==> src/rtl/uart_tx_fifo.sv <==
// Transmit front end for uart_tx: byte FIFO, free-running baud enable and a
// small handshake FSM that hands one byte at a time to the serializer.
module uart_tx_fifo #(
  parameter int unsigned BUS_CLK = 10_000_000,
  parameter int unsigned BAUD    = 9600,
  parameter int unsigned DEPTH   = 16
) (
  input  logic                         clk,
  input  logic                         rst,
  input  logic                         wr_en,
  input  logic [7:0]                   wr_data,
  input  logic                         clr_ovf,
  output logic                         full,
  output logic                         empty,
  output logic [$clog2(DEPTH+1)-1:0]   count,
  output logic                         overflow,
  output logic                         baud_en,
  output logic                         send,
  output logic [7:0]                   dout,
  input  logic                         tx_busy,
  output logic                         busy
);

  localparam int unsigned DIV = BUS_CLK / BAUD;
  localparam int unsigned DW  = (DIV > 2) ? $clog2(DIV) : 1;
  localparam int unsigned AW  = $clog2(DEPTH);
  localparam int unsigned CW  = $clog2(DEPTH + 1);

  typedef enum logic [1:0] {StIdle, StArmed, StSent, StWait} state_e;

  state_e        state_q, state_d;
  logic [DW-1:0] baud_cnt_q, baud_cnt_d;
  logic [AW-1:0] wr_ptr_q, wr_ptr_d;
  logic [AW-1:0] rd_ptr_q, rd_ptr_d;
  logic [CW-1:0] count_q, count_d;
  logic          overflow_q, overflow_d;
  logic [7:0]    dout_q, dout_d;
  logic [7:0]    mem_q [DEPTH];
  logic          push, pop;

  always_comb begin
    baud_en    = (baud_cnt_q == DW'(DIV - 1));
    baud_cnt_d = baud_en ? '0 : baud_cnt_q + 1'b1;

    full  = (count_q == CW'(DEPTH));
    empty = (count_q == '0);
    send  = (state_q == StArmed) && baud_en;
    pop   = send;
    // A pop frees a slot in the same cycle, so a write to a full FIFO still lands.
    push  = wr_en && (!full || pop);

    wr_ptr_d = push ? wr_ptr_q + 1'b1 : wr_ptr_q;
    rd_ptr_d = pop ? rd_ptr_q + 1'b1 : rd_ptr_q;

    count_d = count_q;
    if (push && !pop) begin
      count_d = count_q + 1'b1;
    end else if (pop && !push) begin
      count_d = count_q - 1'b1;
    end

    overflow_d = overflow_q;
    if (wr_en && full && !pop) begin
      overflow_d = 1'b1;
    end else if (clr_ovf) begin
      overflow_d = 1'b0;
    end

    state_d = state_q;
    dout_d  = dout_q;
    unique case (state_q)
      StIdle: begin
        // Bypass the incoming byte when empty so it arms in the same cycle it is written.
        if (!tx_busy && (!empty || wr_en)) begin
          state_d = StArmed;
          dout_d  = empty ? wr_data : mem_q[rd_ptr_q];
        end
      end
      StArmed: if (baud_en) state_d = StSent;
      StSent:  state_d = StWait;
      StWait:  if (!tx_busy) state_d = StIdle;
      default: state_d = StIdle;
    endcase
  end

  always_ff @(posedge clk or posedge rst) begin
    if (rst) begin
      state_q    <= StIdle;
      baud_cnt_q <= '0;
      wr_ptr_q   <= '0;
      rd_ptr_q   <= '0;
      count_q    <= '0;
      overflow_q <= 1'b0;
      dout_q     <= 8'h00;
    end else begin
      state_q    <= state_d;
      baud_cnt_q <= baud_cnt_d;
      wr_ptr_q   <= wr_ptr_d;
      rd_ptr_q   <= rd_ptr_d;
      count_q    <= count_d;
      overflow_q <= overflow_d;
      dout_q     <= dout_d;
    end
  end

  always_ff @(posedge clk) begin
    if (push) begin
      mem_q[wr_ptr_q] <= wr_data;
    end
  end

  assign count    = count_q;
  assign overflow = overflow_q;
  assign dout     = dout_q;
  assign busy     = !empty || (state_q != StIdle) || tx_busy;

endmodule
==> config.mk <==
export PLATFORM = sky130hd
export DESIGN_NAME = uart_tx_fifo
export DESIGN_NICKNAME = d
export VERILOG_FILES = /design/src/rtl/uart_tx_fifo.sv
export SDC_FILE = /design/constraint.sdc
export NUM_CORES = 1
export LEC_CHECK = 0
export ABC_AREA = 1
export CAP_MARGIN = 10
export CORE_MARGIN = 1.5
export CORE_UTILIZATION = 61
export DETAILED_ROUTE_END_ITERATION = 8
export GPL_TIMING_DRIVEN = 0
export PLACE_DENSITY_LB_ADDON = 0.1
export SKIP_LAST_GASP = 1
export SLEW_MARGIN = 20
export SYNTH_ARGS = -nofsm -noshare
export SYNTH_HDL_FRONTEND = slang
export SYNTH_SLANG_ARGS = --single-unit
==> constraint.sdc <==
create_clock -name clk -period 2.6 [get_ports clk]
set_input_delay 0.52 -clock clk [delete_from_list [all_inputs] [get_ports clk]]
set_output_delay 0.52 -clock clk [all_outputs]
set_load 0.02 [all_outputs]
Word level (Yosys, flattened, before mapping)
Memory sizes are Yosys's and may differ from the RTL's.
Cells that the tools add are included.
{"block": "totals", "ff_bits": 35, "latch_bits": 0, "ramBits": 128, "romBits": 0, "input_bits": 13, "output_inout_bits": 19, "wordCells": 56, "memories": 1}
{"block": "op_classes", "addsub": 5, "mul": 0, "div": 0, "n_lt_le_gt_ge": 0, "n_eq_ne": 8, "shift": 0, "mux": 12, "bitwise": 0, "n_reduce_logical": 23}
{"name": "mem_q", "words": 16, "word_bits": 8, "read_ports": 1, "rd_clocked_by_memory_dff": 0, "write_ports": 1, "line_no": "38", "rtl": "logic [7:0] mem_q [DEPTH];"}
{"operator": "$add A11 B1 Y11 const B", "count": 1}
{"operator": "$eq A11 B11 Y1 const B", "count": 1}
{"operator": "$mux W11", "count": 1}
{"operator": "$mux W5", "count": 2}
{"operator": "$add A4 B1 Y4 const B", "count": 2}
{"operator": "$mux W8", "count": 1}
{"operator": "$pmux W2 S4", "count": 1}
{"operator": "$logic_and A1 B1 Y1", "count": 7}
{"operator": "$mux W2", "count": 3}
{"operator": "$ne A2 B2 Y1 const B", "count": 3}
{"operator": "$reduce_bool A2 Y1", "count": 3}
{"operator": "$add A5 B1 Y5 const B", "count": 1}
{"operator": "$eq A5 B5 Y1 const B", "count": 1}
{"operator": "$logic_not A1 Y1", "count": 5}
{"operator": "$logic_not A5 Y1", "count": 1}
{"operator": "$sub A5 B1 Y5 const B", "count": 1}
{"operator": "$eq A2 B2 Y1 const B", "count": 2}
{"operator": "$logic_or A1 B1 Y1", "count": 4}
{"operator": "$mux W1", "count": 4}
{"operator": "$reduce_and A3 Y1", "count": 1}
{"operator": "$eq A2 B1 Y1 const B", "count": 1}
{"operator": "$logic_not A2 Y1", "count": 1}
{"operator": "$reduce_and A2 Y1", "count": 1}

Depth between registers and ports, before layout
{"block": "depth", "depth_word": 8, "ltp_mapped": 17}

Least setup slack after synthesis
OpenSTA, ideal clock, no wires.
{"block": "synth_timing", "path_type": "reg-to-reg", "from": "register count_q[0], in the netlist count[0]", "to": "register count_q[3], in the netlist count[3]", "setup_time_ns": 0.129, "arrival_ns": 2.488, "required_ns": 2.471, "slack_ns": -0.017, "path_stages_with_launch": 16, "path_buffers": 0, "path_cell_list": "dfrtp_1 nor2_1 nand3_2 nor2_1 nand2_2 nand2_4 inv_1 ha_1 inv_1 ha_1 nand2_1 inv_1 o21ai_0 a21oi_1 o21ai_0 o21ai_0"}
{"block": "synth_via", "elab_chain_len": 7, "elab_cells_between_ends": 12, "classes_between": "add/sub (2); eq/ne (1); mux (2); reduce/logical (7)"}
{"element": "from (decl)", "line_no": "35", "rtl": "logic [CW-1:0] count_q, count_d;"}
{"element": "from (signal assigned)", "line_no": "100", "rtl": "count_q <= count_d;"}
{"element": "$eq A5 B5 Y1 *", "line_no": "45", "rtl": "full = (count_q == CW'(DEPTH));"}
{"element": "named net full", "line_no": "13", "rtl": "output logic full,"}
{"element": "$logic_not A1 Y1 *", "line_no": "50", "rtl": "push = wr_en && (!full || pop);"}
{"element": "$logic_or A1 B1 Y1 *", "line_no": "50"}
{"element": "$logic_and A1 B1 Y1 *", "line_no": "50"}
{"element": "named net push", "line_no": "39", "rtl": "logic push, pop;"}
{"element": "$logic_not A1 Y1", "line_no": "58", "rtl": "end else if (pop && !push) begin"}
{"element": "$logic_and A1 B1 Y1", "line_no": "58"}
{"element": "$reduce_bool A2 Y1 (no source line)"}
The timed path passes the listed nets; every way through them passes the cells marked *. The select of a mux whose other input is x is not followed.
A chain may end at the register's enable or synchronous reset.

Worst setup path after layout
{"block": "layout_timing", "from": "register count_q[0], in the netlist count[0]", "to": "output full"}
{"block": "layout_via", "elab_chain_len": 1}
{"element": "$eq A5 B5 Y1", "line_no": "45"}
{"element": "to (decl)", "line_no": "13"}
No other way between the ends.

==> metrics.yaml <==
synth-edff-count: 128
hp-class: "register to register"
grt_pass1_vias: 5256
power_mw: 7.45
htreeDepth: 4
ant_nets: 0
ctsLongestPathBuffers: 2
cts_inserted_buffers: 17
grt_max_degree: 36
totalWireLength_um: 17200
crit_slowest_cell: "clkdlybuf4s50_1"
drive_gt1_share_pct: 12.5
clkSinkCount: 163
synth-seq-cells: 163
place_congestion: 0.860
slew_headroom_pct: 39.5
outcome: "completed"
synth_simple_gate_area_share_pct: 24.3
fin_hold_ws_ns: 0.487
syn_area_um2: 7530
vias_per_cell: 5.43
synth_top_family_by_area: "simple AND/OR/NAND/NOR gates"
rsz0062_at_grt: "no"
use_met3_pct: 6.09
antenna_found_initial: 0
synth_adder_area_share_pct: 2.76
crit_fanout: 5
fin_skew_ns: 0.00605
netlist_instances: 771
ys_types: 33
fillers: 841
initial_utilization_pct: 62.7
final_nets: 854
finalSetupViolCount: 0
min_period_over_period_pct: 95.5
synth_xor_area_share_pct: 1.40
fp.dieW_um: 114
fin_crit_ns: 2.48
place_inst: 949
ys.flop_type: "edfxtp_1"
grt.total_usage_pct: 28.6
dp_hpwl_um: 11700
max_cap_violations: 0
synth-compound-area-share_pct: 1.10
async_flop_share_pct: 21.5
vias: 5348
stdcell_area_um2: 8800
first_pass_iters: 5
synth.avg_cell_area_um2: 9.77
arrival_ns: 1.96
io_buffers: 31
syn2layout_area_growth_pct: 16.8
synth_warnings: 0
cts-root-buf: "clkbuf_16"
cpPeakStageDelay_ns: 0.63
clock.fmax_mhz: 403
grt_pass1_wl_um: 27000
gr-usage-met1_pct: 38.9
synth_mux_area_share_pct: 0
core_um2: 12000
die_h_um: 114
finalHoldViolCount: 0
postPlaceCellArea_um2: 8060
die-area_um2: 13000
routedWlPerCell_um: 17.4
stdcell_count: 985
drv_slew: 0
path_cells: "nor2_1 > nand3_2 > nor2_2 > clkdlybuf4s50_1"
synth_nets: 800
crit_required_ns: 2.08
clk_pin_slew_ns: 0.06
leakagePower_nw: 3.83
cp-start-kind: "register"
overflow: 0
route.detailed.drc: 0
antennaDiodeCount: 0
core.rowCount: 40
io_pins: 32
dr.first_iter.drc_count: 511
final_util_pct: 73.2
grt_busiest_layer: "met2"
max-vdd-ir-drop_mv: 0.598
power_density_nw_per_um2: 847
worst_pin_slew_ns: 0.905
path_class: "register to output pin"
cts_tree: "yes"
yosysSeqAreaShare_pct: 62.7
grt_use_met2_pct: 45.3
cp-end-kind: "output pin"
clock_latency_ns: 0.43
## flip-flops by register name, summed over array words and instances (netlist names)
| name | cells |
|---|---|
| mem_q | 128 |
| wr_ptr_q | 4 |
| baud_cnt_q | 11 |
| dout | 8 |
| rd_ptr_q | 4 |
| overflow | 1 |
| count | 5 |
| state_q | 2 |
## cells in the final DEF, fill, tap and decap left out, types with 13 or more instances in the layout
master and instances:
dfrtp_1 35, clkdlybuf4s50_1 29, clkbuf_16 17, nor2_1 28
buf_2 17, nor3_2 17, inv_1 100, nand3_1 96
edfxtp_1 128, ha_1 13, nand2_1 260
## layer usage
metal  wire length (um)  part of all wire (%)
met1               7160                    42
met2               8200                    48
met3               1410                   8.2
met4                418                   2.4
met5                  0                     0
## final timing paths
kind / from / endpoint / slack [ns] / cells after the start
worst max-delay path: count[0] / full / 0.12 / 4
worst min-delay path: dout[4] / dout[4] / 0.49 / 2
worst max register to register: baud_cnt_q[0] / count[4] / 0.19 / 17
worst min register to register: dout[4] / dout[4] / 0.49 / 2
max in group asynchronous: rst / count[1] / 1.57 / 2
min in group asynchronous: rst / dout[1] / 0.54 / 2
## critical path, delay by kind of cell (launching register included)
kind          cells  cell delay (ns)
simple gates      3             0.44
flops             1             0.46
buf+inv           1             0.63
## through the flow
step                      setup slack, ns  setup TNS (ns)
final                               0.118               0
after global routing              0.00118               0
after CTS                         0.00289               0
after detailed placement           -0.197           -6.36
after global placement             -0.277          -12.26
after floorplan                     0.109               0
## area by class of cell
type	count	area [um^2]	area share, %
Inverter	112	423	4.81
Clock buffer	17	425	4.84
Buffer	29	168	1.91
Clock inverter	15	196	2.23
Tap cell	147	184	2.09
Sequential cell	163	4720	53.6
Timing Repair Buffer	35	338	3.84
Multi-Input combinational cell	467	2340	26.6
## cell families after synthesis
family	after synthesis
AOI/OAI and AO/OA	16
xor gates and xnor gates	12
adders and majority gates	16
buffers and inverters	141
DFF	163
and+or+nand+nor	423
## synth_stat cells, types with 3 or more instances
master    count  area (um^2)
buf_2        17         85.1
buf_4         4         30.0
nand3_2       4         40.0
nor2_1       29          109
nand2_1     260          976
clkbuf_1      4         15.0
ha_1         15          188
nand3_1      96          480
inv_1       104          390
xor2_1       10         87.6
o21ai_0      11         55.1
nor3_1       19         95.1
dfrtp_1      35          876
buf_6         3         33.8
edfxtp_1    128         3840
inv_2         6         22.5
## what timing repair did
action	4_1_cts	5_1_grt
pin swaps	0	3
cloned	0	0
setup buffers	2	2
hold buffers	0	0
resized for setup	14	8
endpoints found under the setup margin	76	11
## report_power, final
part | switching [mW] | internal [mW] | total, mW
registers | 0.185 | 3.15 | 3.33
logic | 0.952 | 0.563 | 1.51
clock network | 1.06 | 1.54 | 2.61
total | 2.20 | 5.25 | 7.45
No activity file was read; power rests on OpenSTA's default activity.
